`src/rtl/decrypt_iter_pkg.sv`:
```
// rtl/decrypt_iter_pkg.sv - shared cipher parameters, FSM states and round/key-schedule primitives
package decrypt_iter_pkg;

    localparam int N_B = 64;
    localparam int N_K = 80;
    localparam int N_R = 31;

    typedef enum logic [2:0] {
        ST_IDLE,
        ST_KEYEXP,
        ST_DEC,
        ST_FINAL,
        ST_HOLD
    } state_t;

    function automatic logic [3:0] sbox(input logic [3:0] v);
        logic [3:0] s;
        case (v)
            4'h0: s = 4'hC;  4'h1: s = 4'h5;  4'h2: s = 4'h6;  4'h3: s = 4'hB;
            4'h4: s = 4'h9;  4'h5: s = 4'h0;  4'h6: s = 4'hA;  4'h7: s = 4'hD;
            4'h8: s = 4'h3;  4'h9: s = 4'hE;  4'hA: s = 4'hF;  4'hB: s = 4'h8;
            4'hC: s = 4'h4;  4'hD: s = 4'h7;  4'hE: s = 4'h1;  default: s = 4'h2;
        endcase
        return s;
    endfunction

    function automatic logic [3:0] inv_sbox(input logic [3:0] v);
        logic [3:0] s;
        case (v)
            4'h0: s = 4'h5;  4'h1: s = 4'hE;  4'h2: s = 4'hF;  4'h3: s = 4'h8;
            4'h4: s = 4'hC;  4'h5: s = 4'h1;  4'h6: s = 4'h2;  4'h7: s = 4'hD;
            4'h8: s = 4'hB;  4'h9: s = 4'h4;  4'hA: s = 4'h6;  4'hB: s = 4'h3;
            4'hC: s = 4'h0;  4'hD: s = 4'h7;  4'hE: s = 4'h9;  default: s = 4'hA;
        endcase
        return s;
    endfunction

    // Bit i of the state moves to position (16*i) mod 63; the top bit stays put.
    function automatic logic [5:0] perm_idx(input int i);
        return (i == N_B - 1) ? 6'(N_B - 1) : 6'((i * 16) % (N_B - 1));
    endfunction

    function automatic logic [N_B-1:0] p_layer(input logic [N_B-1:0] x);
        logic [N_B-1:0] y;
        y = '0;
        for (int i = 0; i < N_B; i++) y[perm_idx(i)] = x[i];
        return y;
    endfunction

    function automatic logic [N_B-1:0] inv_p_layer(input logic [N_B-1:0] x);
        logic [N_B-1:0] y;
        y = '0;
        for (int i = 0; i < N_B; i++) y[i] = x[perm_idx(i)];
        return y;
    endfunction

    function automatic logic [N_B-1:0] inv_s_layer(input logic [N_B-1:0] x);
        logic [N_B-1:0] y;
        y = '0;
        for (int i = 0; i < N_B / 4; i++) y[4*i +: 4] = inv_sbox(x[4*i +: 4]);
        return y;
    endfunction

    function automatic logic [N_K-1:0] key_schedule(input logic [N_K-1:0] k, input logic [4:0] rc);
        logic [N_K-1:0] t;
        t          = {k[18:0], k[79:19]};
        t[79:76]   = sbox(t[79:76]);
        t[19:15]   = t[19:15] ^ rc;
        return t;
    endfunction

endpackage

```
`src/rtl/decrypt_iter_if.sv`:
```
// rtl/decrypt_iter_if.sv - key/ciphertext in and plaintext out handshake bundle
interface decrypt_iter_if;
    import decrypt_iter_pkg::*;

    logic           in_valid;
    logic           in_ready;
    logic [N_K-1:0] k;
    logic [N_B-1:0] c;
    logic           out_valid;
    logic           out_ready;
    logic [N_B-1:0] m;

    modport master (
        output in_valid, k, c, out_ready,
        input  in_ready, out_valid, m
    );

    modport slave (
        input  in_valid, k, c, out_ready,
        output in_ready, out_valid, m
    );
endinterface

```
`src/rtl/decrypt_iter_inv_key_schedule.sv`:
```
// rtl/decrypt_iter_inv_key_schedule.sv - undoes one key_schedule step for round constant rc_i
module decrypt_iter_inv_key_schedule
    import decrypt_iter_pkg::*;
(
    input  logic [N_K-1:0] key_i,
    input  logic [4:0]     rc_i,
    output logic [N_K-1:0] key_o
);

    logic [N_K-1:0] t;

    // Reverse order of the forward step: counter XOR, S-box, then rotate right by 61.
    always_comb begin
        t        = key_i;
        t[19:15] = t[19:15] ^ rc_i;
        t[79:76] = inv_sbox(t[79:76]);
        key_o    = {t[60:0], t[79:61]};
    end

endmodule

```
`src/rtl/decrypt_iter.sv`:
```
// rtl/decrypt_iter.sv - iterative one-round-per-cycle decryptor with last-key cache
module decrypt_iter
    import decrypt_iter_pkg::*;
(
    input  logic          clk,
    input  logic          rst_n,
    decrypt_iter_if.slave bus
);

    // One spare counter bit lets r hold N_R+1 without wrapping.
    localparam logic [5:0] R_LAST = 6'(N_R);
    localparam logic [5:0] R_END  = 6'(N_R + 1);

    state_t         state_q, state_d;
    logic [5:0]     r_q, r_d;
    logic [N_B-1:0] x_q, x_d;
    logic [N_B-1:0] m_q, m_d;
    logic [N_K-1:0] key_q, key_d;
    logic [N_K-1:0] cache_k_q, cache_k_d;
    logic [N_K-1:0] cache_klast_q, cache_klast_d;
    logic           cache_valid_q, cache_valid_d;

    logic [N_K-1:0] key_fwd;
    logic [N_K-1:0] key_inv;
    logic [4:0]     rc_inv;
    logic [N_B-1:0] rk;
    logic           hit;

    assign rk      = key_q[N_K-1 -: N_B];
    assign key_fwd = key_schedule(key_q, r_q[4:0]);
    assign rc_inv  = 5'(r_q - 6'd1);
    assign hit     = cache_valid_q && (bus.k == cache_k_q);

    decrypt_iter_inv_key_schedule u_inv_ks (
        .key_i (key_q),
        .rc_i  (rc_inv),
        .key_o (key_inv)
    );

    assign bus.in_ready  = (state_q == ST_IDLE);
    assign bus.out_valid = (state_q == ST_HOLD);
    assign bus.m         = m_q;

    always_comb begin
        state_d       = state_q;
        r_d           = r_q;
        x_d           = x_q;
        m_d           = m_q;
        key_d         = key_q;
        cache_k_d     = cache_k_q;
        cache_klast_d = cache_klast_q;
        cache_valid_d = cache_valid_q;

        case (state_q)
            ST_IDLE: begin
                if (bus.in_valid) begin
                    x_d = bus.c;
                    if (hit) begin
                        key_d   = cache_klast_q;
                        r_d     = R_END;
                        state_d = ST_DEC;
                    end else begin
                        key_d         = bus.k;
                        cache_k_d     = bus.k;
                        cache_valid_d = 1'b0;
                        r_d           = 6'd1;
                        state_d       = ST_KEYEXP;
                    end
                end
            end
            ST_KEYEXP: begin
                key_d = key_fwd;
                r_d   = r_q + 6'd1;
                if (r_q == R_LAST) begin
                    cache_klast_d = key_fwd;
                    cache_valid_d = 1'b1;
                    state_d       = ST_DEC;
                end
            end
            ST_DEC: begin
                x_d   = inv_s_layer(inv_p_layer(x_q ^ rk));
                key_d = key_inv;
                r_d   = r_q - 6'd1;
                if (r_q == 6'd2) state_d = ST_FINAL;
            end
            ST_FINAL: begin
                m_d     = x_q ^ rk;
                state_d = ST_HOLD;
            end
            ST_HOLD: begin
                if (bus.out_ready) state_d = ST_IDLE;
            end
            default: state_d = ST_IDLE;
        endcase
    end

    always_ff @(posedge clk or negedge rst_n) begin
        if (!rst_n) begin
            state_q       <= ST_IDLE;
            r_q           <= '0;
            x_q           <= '0;
            m_q           <= '0;
            key_q         <= '0;
            cache_k_q     <= '0;
            cache_klast_q <= '0;
            cache_valid_q <= 1'b0;
        end else begin
            state_q       <= state_d;
            r_q           <= r_d;
            x_q           <= x_d;
            m_q           <= m_d;
            key_q         <= key_d;
            cache_k_q     <= cache_k_d;
            cache_klast_q <= cache_klast_d;
            cache_valid_q <= cache_valid_d;
        end
    end

endmodule
```
`src/flat_wrapper.sv`:
```
// flat-port wrapper written by rule: the top's interface ports become plain ports
module decrypt_iter_flat import decrypt_iter_pkg::*;
  (clk, rst_n, bus_in_valid, bus_k, bus_c, bus_out_ready, bus_in_ready, bus_out_valid, bus_m);
  decrypt_iter_if bus_i ();
  input  logic clk;
  input  logic rst_n;
  input wire logic [$bits(bus_i.in_valid)-1:0] bus_in_valid;
  input wire logic [$bits(bus_i.k)-1:0] bus_k;
  input wire logic [$bits(bus_i.c)-1:0] bus_c;
  input wire logic [$bits(bus_i.out_ready)-1:0] bus_out_ready;
  output wire logic [$bits(bus_i.in_ready)-1:0] bus_in_ready;
  output wire logic [$bits(bus_i.out_valid)-1:0] bus_out_valid;
  output wire logic [$bits(bus_i.m)-1:0] bus_m;
  assign bus_i.in_valid = bus_in_valid;
  assign bus_i.k = bus_k;
  assign bus_i.c = bus_c;
  assign bus_i.out_ready = bus_out_ready;
  assign bus_in_ready = bus_i.in_ready;
  assign bus_out_valid = bus_i.out_valid;
  assign bus_m = bus_i.m;
  decrypt_iter u_core (.clk(clk), .rst_n(rst_n), .bus(bus_i));
endmodule
```
`config.mk`:
```
export PLATFORM = sky130hd
export DESIGN_NAME = decrypt_iter_flat
export DESIGN_NICKNAME = d
export VERILOG_FILES = /design/src/rtl/decrypt_iter_pkg.sv /design/src/rtl/decrypt_iter_if.sv /design/src/rtl/decrypt_iter_inv_key_schedule.sv /design/src/rtl/decrypt_iter.sv /design/src/flat_wrapper.sv
export SDC_FILE = /design/constraint.sdc
export NUM_CORES = 1
export LEC_CHECK = 0
export ABC_CLOCK_PERIOD_IN_PS = 3100
export BUFFER_PORTS_ARGS = -buffer_cell sky130_fd_sc_hd__buf_2
export CAP_MARGIN = 20
export CORE_MARGIN = 5
export CORE_UTILIZATION = 61
export CTS_CLUSTER_DIAMETER = 30
export CTS_CLUSTER_SIZE = 20
export DETAILED_ROUTE_END_ITERATION = 8
export PLACE_DENSITY_LB_ADDON = 0.25
export SETUP_SLACK_MARGIN = 0.15
export SLEW_MARGIN = 20
export SYNTH_ARGS = -nofsm -noshare
export SYNTH_HDL_FRONTEND = slang
export SYNTH_SLANG_ARGS = --single-unit
```
`constraint.sdc`:
```
create_clock -name clk -period 3.1 [get_ports clk]
set_input_delay 0.155 -clock clk [delete_from_list [all_inputs] [get_ports clk]]
set_output_delay 0.155 -clock clk [all_outputs]
set_load 0.02 [all_outputs]
```
Word level (Yosys, flattened, before mapping)
Memory sizes are Yosys's and may differ from the RTL's. Cells that the tools add are included.

Bits in read-only memories: 1152. Memories kept: 18. Output and inout bits: 66. Flip-flop bits (word level): 378. Input bits: 148.

Memory list: (name not given) (words 16, bits a word 4, read ports 1, clocked after Yosys merged registers in 0, write ports 0, line decrypt_iter_pkg.sv:29) `case (v)`; (name not given) (words 16, bits a word 4, read ports 1, clocked after Yosys merged registers in 0, write ports 0, line decrypt_iter_pkg.sv:29); (name not given) (words 16, bits a word 4, read ports 1, clocked after Yosys merged registers in 0, write ports 0, line decrypt_iter_pkg.sv:29); (name not given) (words 16, bits a word 4, read ports 1, clocked after Yosys merged registers in 0, write ports 0, line decrypt_iter_pkg.sv:29); (name not given) (words 16, bits a word 4, read ports 1, clocked after Yosys merged registers in 0, write ports 0, line decrypt_iter_pkg.sv:29); (name not given) (words 16, bits a word 4, read ports 1, clocked after Yosys merged registers in 0, write ports 0, line decrypt_iter_pkg.sv:29); +12 memories.

Multiplexer cells: 18. Equal/unequal tests: 12. Reductions and logical operators: 11. Bitwise operators: 4. Add/sub/neg operators: 2.

Operators by type and width (count): 80-bit one-hot mux with 3 select lines (1); 80-bit two-way mux (2); 64-bit one-hot mux with 2 select lines (1); 80-bit equality test (1); 64-bit two-way mux (1); 64-bit bitwise XOR (1); 6-bit one-hot mux with 3 select lines (1); 3-bit one-hot mux with 5 select lines (1); 3-bit two-way mux (4); 6-bit two-way mux (2); 5-bit bitwise XOR (2); 4-bit AND reduction (2); 6-bit by 1-bit adder with 6-bit output, second input constant (1); 3-bit by 2-bit equality test with 1-bit output, second input constant (2); 6-bit by 2-bit equality test with 1-bit output, second input constant (1); 6-bit by 5-bit equality test with 1-bit output, second input constant (1); 2-bit inequality test, second input constant (3); 2-bit AND reduction (3); 6-bit by 1-bit subtractor with 6-bit output, second input constant (1); 2-bit by 1-bit inequality test with 1-bit output, second input constant (2); 2-bit nonzero test (2); 3-bit by 1-bit equality test with 1-bit output, second input constant (1); 3-bit equality test, second input constant (1); 3-bit logical NOT (1); 7 further kinds (9).

Longest topological paths before layout
Gate-level depths: netlist of the first run.

Depth after elaboration: 5. Depth in mapped cells: 10.

Modules after synthesis
Synthesis of the first run repeated with hierarchy kept, for this count alone.

Cells, all modules: 2407. Area total of the unflattened synthesis: 23645.2 um^2.

Modules (own cells, without submodules): decrypt_iter (cells each 2303, area each 22851.9 um^2, times used 1); decrypt_iter_inv_key_schedule (cells each 104, area each 793.3 um^2, times used 1).

Least setup slack after synthesis of the first run
OpenSTA, ideal clock, no wires.

Path kind: register -> register. From: reg u_core.r_q[1]. To: reg u_core.cache_klast_q[36]. Arrival: 2.219 ns. Setup time: 0.125 ns. Slack: 0.756 ns. Path buffers: 1. Cell stages (with the launch flop): 7. Cell sequence: dfrtp_1 ha_1 nand3_1 or3b_2 nor2_1 clkbuf_1 mux2_2.

Word-level cells in the longest chain between the ends: 2.

Ends and longest elaborated chain: from (decl) (line decrypt_iter.sv:15) `logic [5:0] r_q, r_d;`; from (signal assigned) (line decrypt_iter.sv:109) `r_q <= r_d;`; 6-bit by 5-bit equality test with 1-bit output (line decrypt_iter.sv:74) `if (r_q == R_LAST) begin`; 2-bit AND reduction (no source line); to (signal assigned) (line decrypt_iter.sv:114) `cache_klast_q <= cache_klast_d;`; to (decl) (line decrypt_iter.sv:20) `logic [N_K-1:0] cache_klast_q, cache_klast_d;`.

Every way passes these cells. A chain may end at the register's enable or synchronous reset.

Worst setup path in the final report of the first run
From: reg u_core.cache_k_q[5]. To: reg u_core.cache_k_q[24].

Word-level cells in the longest chain between the ends: 4.

Ends and longest elaborated chain: from (decl) (line decrypt_iter.sv:19) `logic [N_K-1:0] cache_k_q, cache_k_d;`; from (signal assigned) (line decrypt_iter.sv:113) `cache_k_q <= cache_k_d;`; 80-bit equality test (line decrypt_iter.sv:32) `assign hit = cache_valid_q && (bus.k == cache_k_q);`; 1-bit logical AND (line decrypt_iter.sv:32); 1-bit NOT (no source line); 3-bit AND reduction (no source line).

Every way passes these cells.

==> flow_metrics.tcl, run 1 <==
set metrics [dict create \
    status "completed" \
    die_area_mm2 0.0420 \
    tightest_slew_ns 1.01 \
    ff_latch_area_mm2 0.00946 \
    die_w_um 205 \
    synth_fp_nets 2711 \
    final_cell_area_mm2 0.0296 \
    postRouteAntennaNets 0 \
    period_share_pct 96.0 \
    totalWireLength_um 88700 \
    final.min_clock_period_ns 2.98 \
    worstPathRequired_ns 3.56 \
    ys_ff_latch 378 \
    overflow 0 \
    first_global_vias 22500 \
    firstDrtPassIters 7 \
    syn_inst 2454 \
    arrival_ns 3.44 \
    drc 0 \
    powerDensity_mw_per_mm2 1350 \
    clk_pin_slew_ns 0.05 \
    finalSetupViolCount 0 \
    fin_tns_setup_ns 0 \
    h-tree-depth 3 \
    vdd_drop_max_mv 0.776 \
    synth-edff-count 0 \
    multi_input_area_mm2 0.0125 \
    drive_gt1_share_pct 18.8 \
    row_count 71 \
    antenna_found_initial 1 \
    postCtsSetupBuffers 0 \
    yosysTopAreaCellShare_pct 40.8 \
    p_total_uw 39800 \
    leakage_uw 0.0130 \
    grt_pass1_wl_um 134000 \
    ys_seq_area_share_pct 40.8 \
    placed_area_mm2 0.0249 \
    yosys_warnings 0 \
    num-fill-cells 2285 \
    drt-vias-per-instance 6.77 \
    syn2layout_area_growth_pct 27.7 \
    slew_viol_final 0 \
    fmax_mhz 336 \
    relSlewSlack_pct 32.2 \
    cts_tree "yes" \
    critPathKind "reg -> reg" \
    io_buffers 213 \
    coreArea_mm2 0.0376 \
    start_kind "flip-flop" \
    cts_root_buffer "clkbuf_16" \
    synth_common_cells "dfrtp_1 (378), o21ai_0 (258), nand2_1 (234)" \
    critPathMaxFanout 26 \
    grt_max_degree 164 \
    cts_buffers 89 \
    layout.nets 3039 \
    synth_top_cell_by_area "dfrtp_1" \
    hold_class "in -> reg" \
    hold_slack_ns 0.0244 \
    finalHoldViolCount 0 \
    gr-usage-all-layers_pct 41.6 \
    hpwl_um 55100 \
    rsz0062_at_grt "yes" \
    skew_ns 0.0389 \
    clock-sinks 378 \
    synthesis.area_mm2 0.0232 \
    end_kind "flip-flop" \
    syn_avg_cell_area_um2 9.44 \
    drv_cap 0 \
    yosysMostFrequentCell "dfrtp_1" \
    synth.distinct_cells 58 \
    ys_top_cells_by_area "dfrtp_1 (41%), ha_1 (5.9%), o21ai_0 (5.6%), nand2_1 (3.8%), xor2_1 (3.5%)" \
    ys_async_sr_fraction_pct 100 \
    synth_ff_type "dfrtp_1" \
    gp_congestion 0.968 \
    routedWlPerCell_um 26.4 \
    vias 22800 \
    clock_path_buffers 3 \
    io_pins 214 \
    initialDrtViolationCount 3446 \
    start_util_pct 61.7 \
    clk_latency_ns 0.62 \
    utilization_pct 78.8 \
    die_h_um 205 \
]
-- metrics by stage --
stage	cells	setup slack, ns
after floorplan	2454	0.756
after global placement	3056	0.351
after detailed placement	3056	0.297
after CTS	3362	0.207
after global routing	3364	0.148
final	3366	0.123
-- repair_timing --
item,in CTS,in global routing
setup endpoints to repair,0,153
hold endpoints to repair,287,0
gates resized for setup,0,8
hold buffers,144,0
-- kinds of logic after synthesis --
| kind of cell | Yosys count | share of synthesized area (%) |
|---|---|---|
| xor gates and xnor gates | 169 | 6.39 |
| muxes | 196 | 10.3 |
| DFF | 378 | 40.8 |
| adders and majority gates | 109 | 5.88 |
| buffers and inverters | 327 | 5.65 |
| and+or+nand+nor | 553 | 10.7 |
| AOI/OAI and AO/OA | 722 | 20.3 |
-- power by group --
part / internal (uW) / switching (uW)
clock network: 6890 / 3040
logic: 8310 / 11200
registers: 7210 / 3180
total: 22400 / 17400
-- cells in the final DEF (no fill, tap or decap), types with 52 or more instances in the layout --
cell and count:
nor2_1 181, o21ai_0 258, dlygate4sd3_1 144, buf_2 212, buf_4 63, nand2_1 233, mux2i_1 66, dfrtp_1 378
clkbuf_16 93, o22ai_1 95, xor2_1 93, inv_1 128, xnor2_1 75, ha_1 109, a31oi_1 58, a21oi_1 56
nor4_1 65, a221o_1 52, mux2_1 70
-- worst max-delay path, cell delays in order (launching register included) --
cell and delay [ns]:
dfrtp_1 0.40, xor2_1 0.18, nor3_1 0.49, nand3_1 0.27, nor4_2 0.38, buf_6 0.31, a21oi_4 0.11, buf_4 0.27
mux2_1 0.38
-- final timing paths --
check                                    startpoint                    to  slack, ns  cells after the start
worst max-delay path            u_core.cache_k_q[5]  u_core.cache_k_q[24]       0.12                      8
worst min-delay path                      bus_c[42]        u_core.x_q[42]       0.02                      4
worst max register to register  u_core.cache_k_q[5]  u_core.cache_k_q[24]       0.12                      8
worst min register to register     u_core.bus.m[19]      u_core.bus.m[19]       0.47                      2
max in group asynchronous                     rst_n  u_core.cache_k_q[18]       2.00                      3
min in group asynchronous                     rst_n      u_core.bus.m[44]       0.22                      2
-- final cells by class --
class                      instances  area share [%]
multi-input combinational       1749            42.3
sequential                       378            32.0
timing repair buffer             436            11.2
clock buffer                     121            8.89
tap                              511            2.16
clock inverter                    41            1.89
inverter                         128            1.62
antenna                            2          0.0169
-- sequential cells by signal, indices dropped and copies added (netlist names) --
signal                flops
u_core.state_q            3
u_core.cache_klast_q     80
u_core.r_q                6
u_core.bus.m             64
u_core.cache_valid_q      1
u_core.cache_k_q         80
u_core.x_q               64
u_core.key_q             80
-- metal layers --
layer / up-vias / global-route usage [%] / wire length [um]
li1: 9598 / - / -
met1: 11100 / 52.0 / 31100
met2: 1731 / 63.4 / 39400
met3: 388 / 11.0 / 11200
met4: 4 / 28.0 / 6830
met5: - / 1.55 / 161
No activity file was read; power rests on OpenSTA's default activity.
==> run 2: changes to the inputs <==
CELL_PAD_IN_SITES_DETAIL_PLACEMENT = 0   (was default)
CELL_PAD_IN_SITES_GLOBAL_PLACEMENT = 1   (was default)
CORE_UTILIZATION = 47   (was 61)
SKIP_LAST_GASP = 1   (was default)
==> flow_metrics.tcl, run 2 (synthesis gave the netlist of run 1 again) <==
set metrics [dict create \
    status "completed" \
    clk_latency_ns 0.64 \
    start_kind "flip-flop" \
    layout.nets 3068 \
    initialDrtViolationCount 2148 \
    firstDrtPassIters 6 \
    arrival_ns 3.37 \
    path_delay_family "simple AND/OR/NAND/NOR gates" \
    critPathKind "reg -> reg" \
    p_total_uw 41000 \
    slew_viol_final 0 \
    hold_class "in -> reg" \
    final_cell_area_mm2 0.0304 \
    crit_chain "nand2b_1 -> o2111ai_1 -> or4_2 -> or3_2 -> buf_12 -> nor4b_1 -> a211o_1" \
    relSlewSlack_pct 29.1 \
    clock_path_buffers 3 \
    critPathMaxFanout 68 \
    leakage_uw 0.0133 \
    vdd_drop_max_mv 0.783 \
    grt_max_degree 129 \
    die_h_um 232 \
    clk_pin_slew_ns 0.05 \
    vias 21700 \
    skew_ns 0.0230 \
    powerDensity_mw_per_mm2 1350 \
    fmax_mhz 357 \
    postCtsSetupBuffers 0 \
    grt_pass1_wl_um 133000 \
    cts_buffers 101 \
    drive_gt1_share_pct 19.6 \
    postRouteAntennaNets 0 \
    worstPathRequired_ns 3.67 \
    final_common_cell "dfrtp_1" \
    row_count 81 \
    finalHoldViolCount 0 \
    final.min_clock_period_ns 2.80 \
    period_share_pct 90.3 \
    die_w_um 232 \
    antenna_found_initial 3 \
    gp_congestion 0.905 \
    tightest_slew_ns 1.06 \
    crit_slowest_cell "or4_2" \
    fin_tns_setup_ns 0 \
    drc 0 \
    crit_buf_inv 1 \
    start_util_pct 47.4 \
    critPathMaxStageDelay_ns 0.77 \
    totalWireLength_um 87200 \
    finalSetupViolCount 0 \
    rsz0062_at_grt "yes" \
    io_buffers 213 \
    cts_root_buffer "clkbuf_16" \
    io_pins 214 \
    coreArea_mm2 0.0488 \
    drv_cap 0 \
    overflow 0 \
    clock-sinks 378 \
    hpwl_um 59500 \
    routedWlPerCell_um 24.5 \
    h-tree-depth 3 \
    cts_tree "yes" \
    first_global_vias 21700 \
    placed_area_mm2 0.0253 \
    end_kind "flip-flop" \
    reg_top3 "u_core.cache_k_q: 80 flops, u_core.cache_klast_q: 80 flops, u_core.key_q: 80 flops" \
    syn2layout_area_growth_pct 31.3 \
    mostFrequentLayoutCells "dfrtp_1 (377), o21ai_0 (258), nand2_1 (233), buf_2 (212), nor2_1 (181)" \
    gr-usage-all-layers_pct 31.9 \
    die_area_mm2 0.0538 \
    drt-vias-per-instance 6.10 \
]
==> run 2: changes by cell type in the layout (fill, tap and decap cells not counted), moves of 2 or more <==
cell / delta
buf_4: +11
clkbuf_16: +11
buf_12: +5
bufinv_16: +5
clkbuf_1: +5
clkinv_4: -3
inv_6: +3
clkbuf_8: +2
dlygate4sd3_1: +2
==> run 2: repair_timing <==
item | in CTS | in global routing
endpoints found under the setup margin | 0 | 12
endpoints found under the hold margin | 356 | 0
resized for setup | 0 | 4
hold buffers | 146 | 0
==> run 2: final timing paths <==
path	from	slack [ns]	cells past startpoint	to
hold / removal	bus_c[2]	0.03	4	u_core.x_q[2]
hold reg to reg	u_core.bus.m[57]	0.47	2	u_core.bus.m[57]
min in group asynchronous	rst_n	0.06	2	u_core.bus.m[47]
max in group asynchronous	rst_n	2.02	3	u_core.cache_klast_q[26]
setup / recovery	u_core.cache_k_q[27]	0.30	7	u_core.key_q[9]
setup reg to reg	u_core.cache_k_q[27]	0.30	7	u_core.key_q[9]
==> run 2: area by class of cell <==
cell class,count,area (um^2)
fillers,4018,18400
clock buffers,139,2950
diodes,2,5.00
well taps,664,831
multi-input cells,1749,12500
clock inverters,45,712
flip-flops and latches,378,9460
inverters,128,480
repair buffers,453,3480
==> run 2: through the flow <==
step / worst slack (ns) / cells / hold WS [ns] / utilization, %
after floorplan: 0.756 / 2454 / -0.141 / -
after global placement: 0.282 / 3226 / 0.135 / 51.7
after detailed placement: 0.194 / 3226 / 0.136 / 51.7
after CTS: 0.219 / 3556 / 0.00282 / 62.2
after global routing: 0.118 / 3557 / 0.0517 / 62.3
final: 0.300 / 3558 / 0.0324 / 62.3
==> run 2: layer usage <==
layer	vias to the layer above	wire, um	part of all wire, %	global-route usage (%)
met5	-	13	0.015	0
met4	2	4140	4.8	14.4
met3	191	7500	8.6	6.53
met2	1053	40100	46	50.3
met1	10800	35400	41	42.6
li1	9642	-	-	-
==> run 2: worst min-delay path, delay by kind of cell <==
kind / cells / cell delay (ns)
AO/OA/AOI/OAI: 2 / 0.22
AND/OR/NAND/NOR: 1 / 0.13
buffers and inverters: 1 / 0.11
==> run 2: power breakdown <==
group          leakage (uW)  internal, uW  switching, uW
combinational       0.00691          8450          11300
sequential          0.00465          7220           2780
clock               0.00178          7980           3210
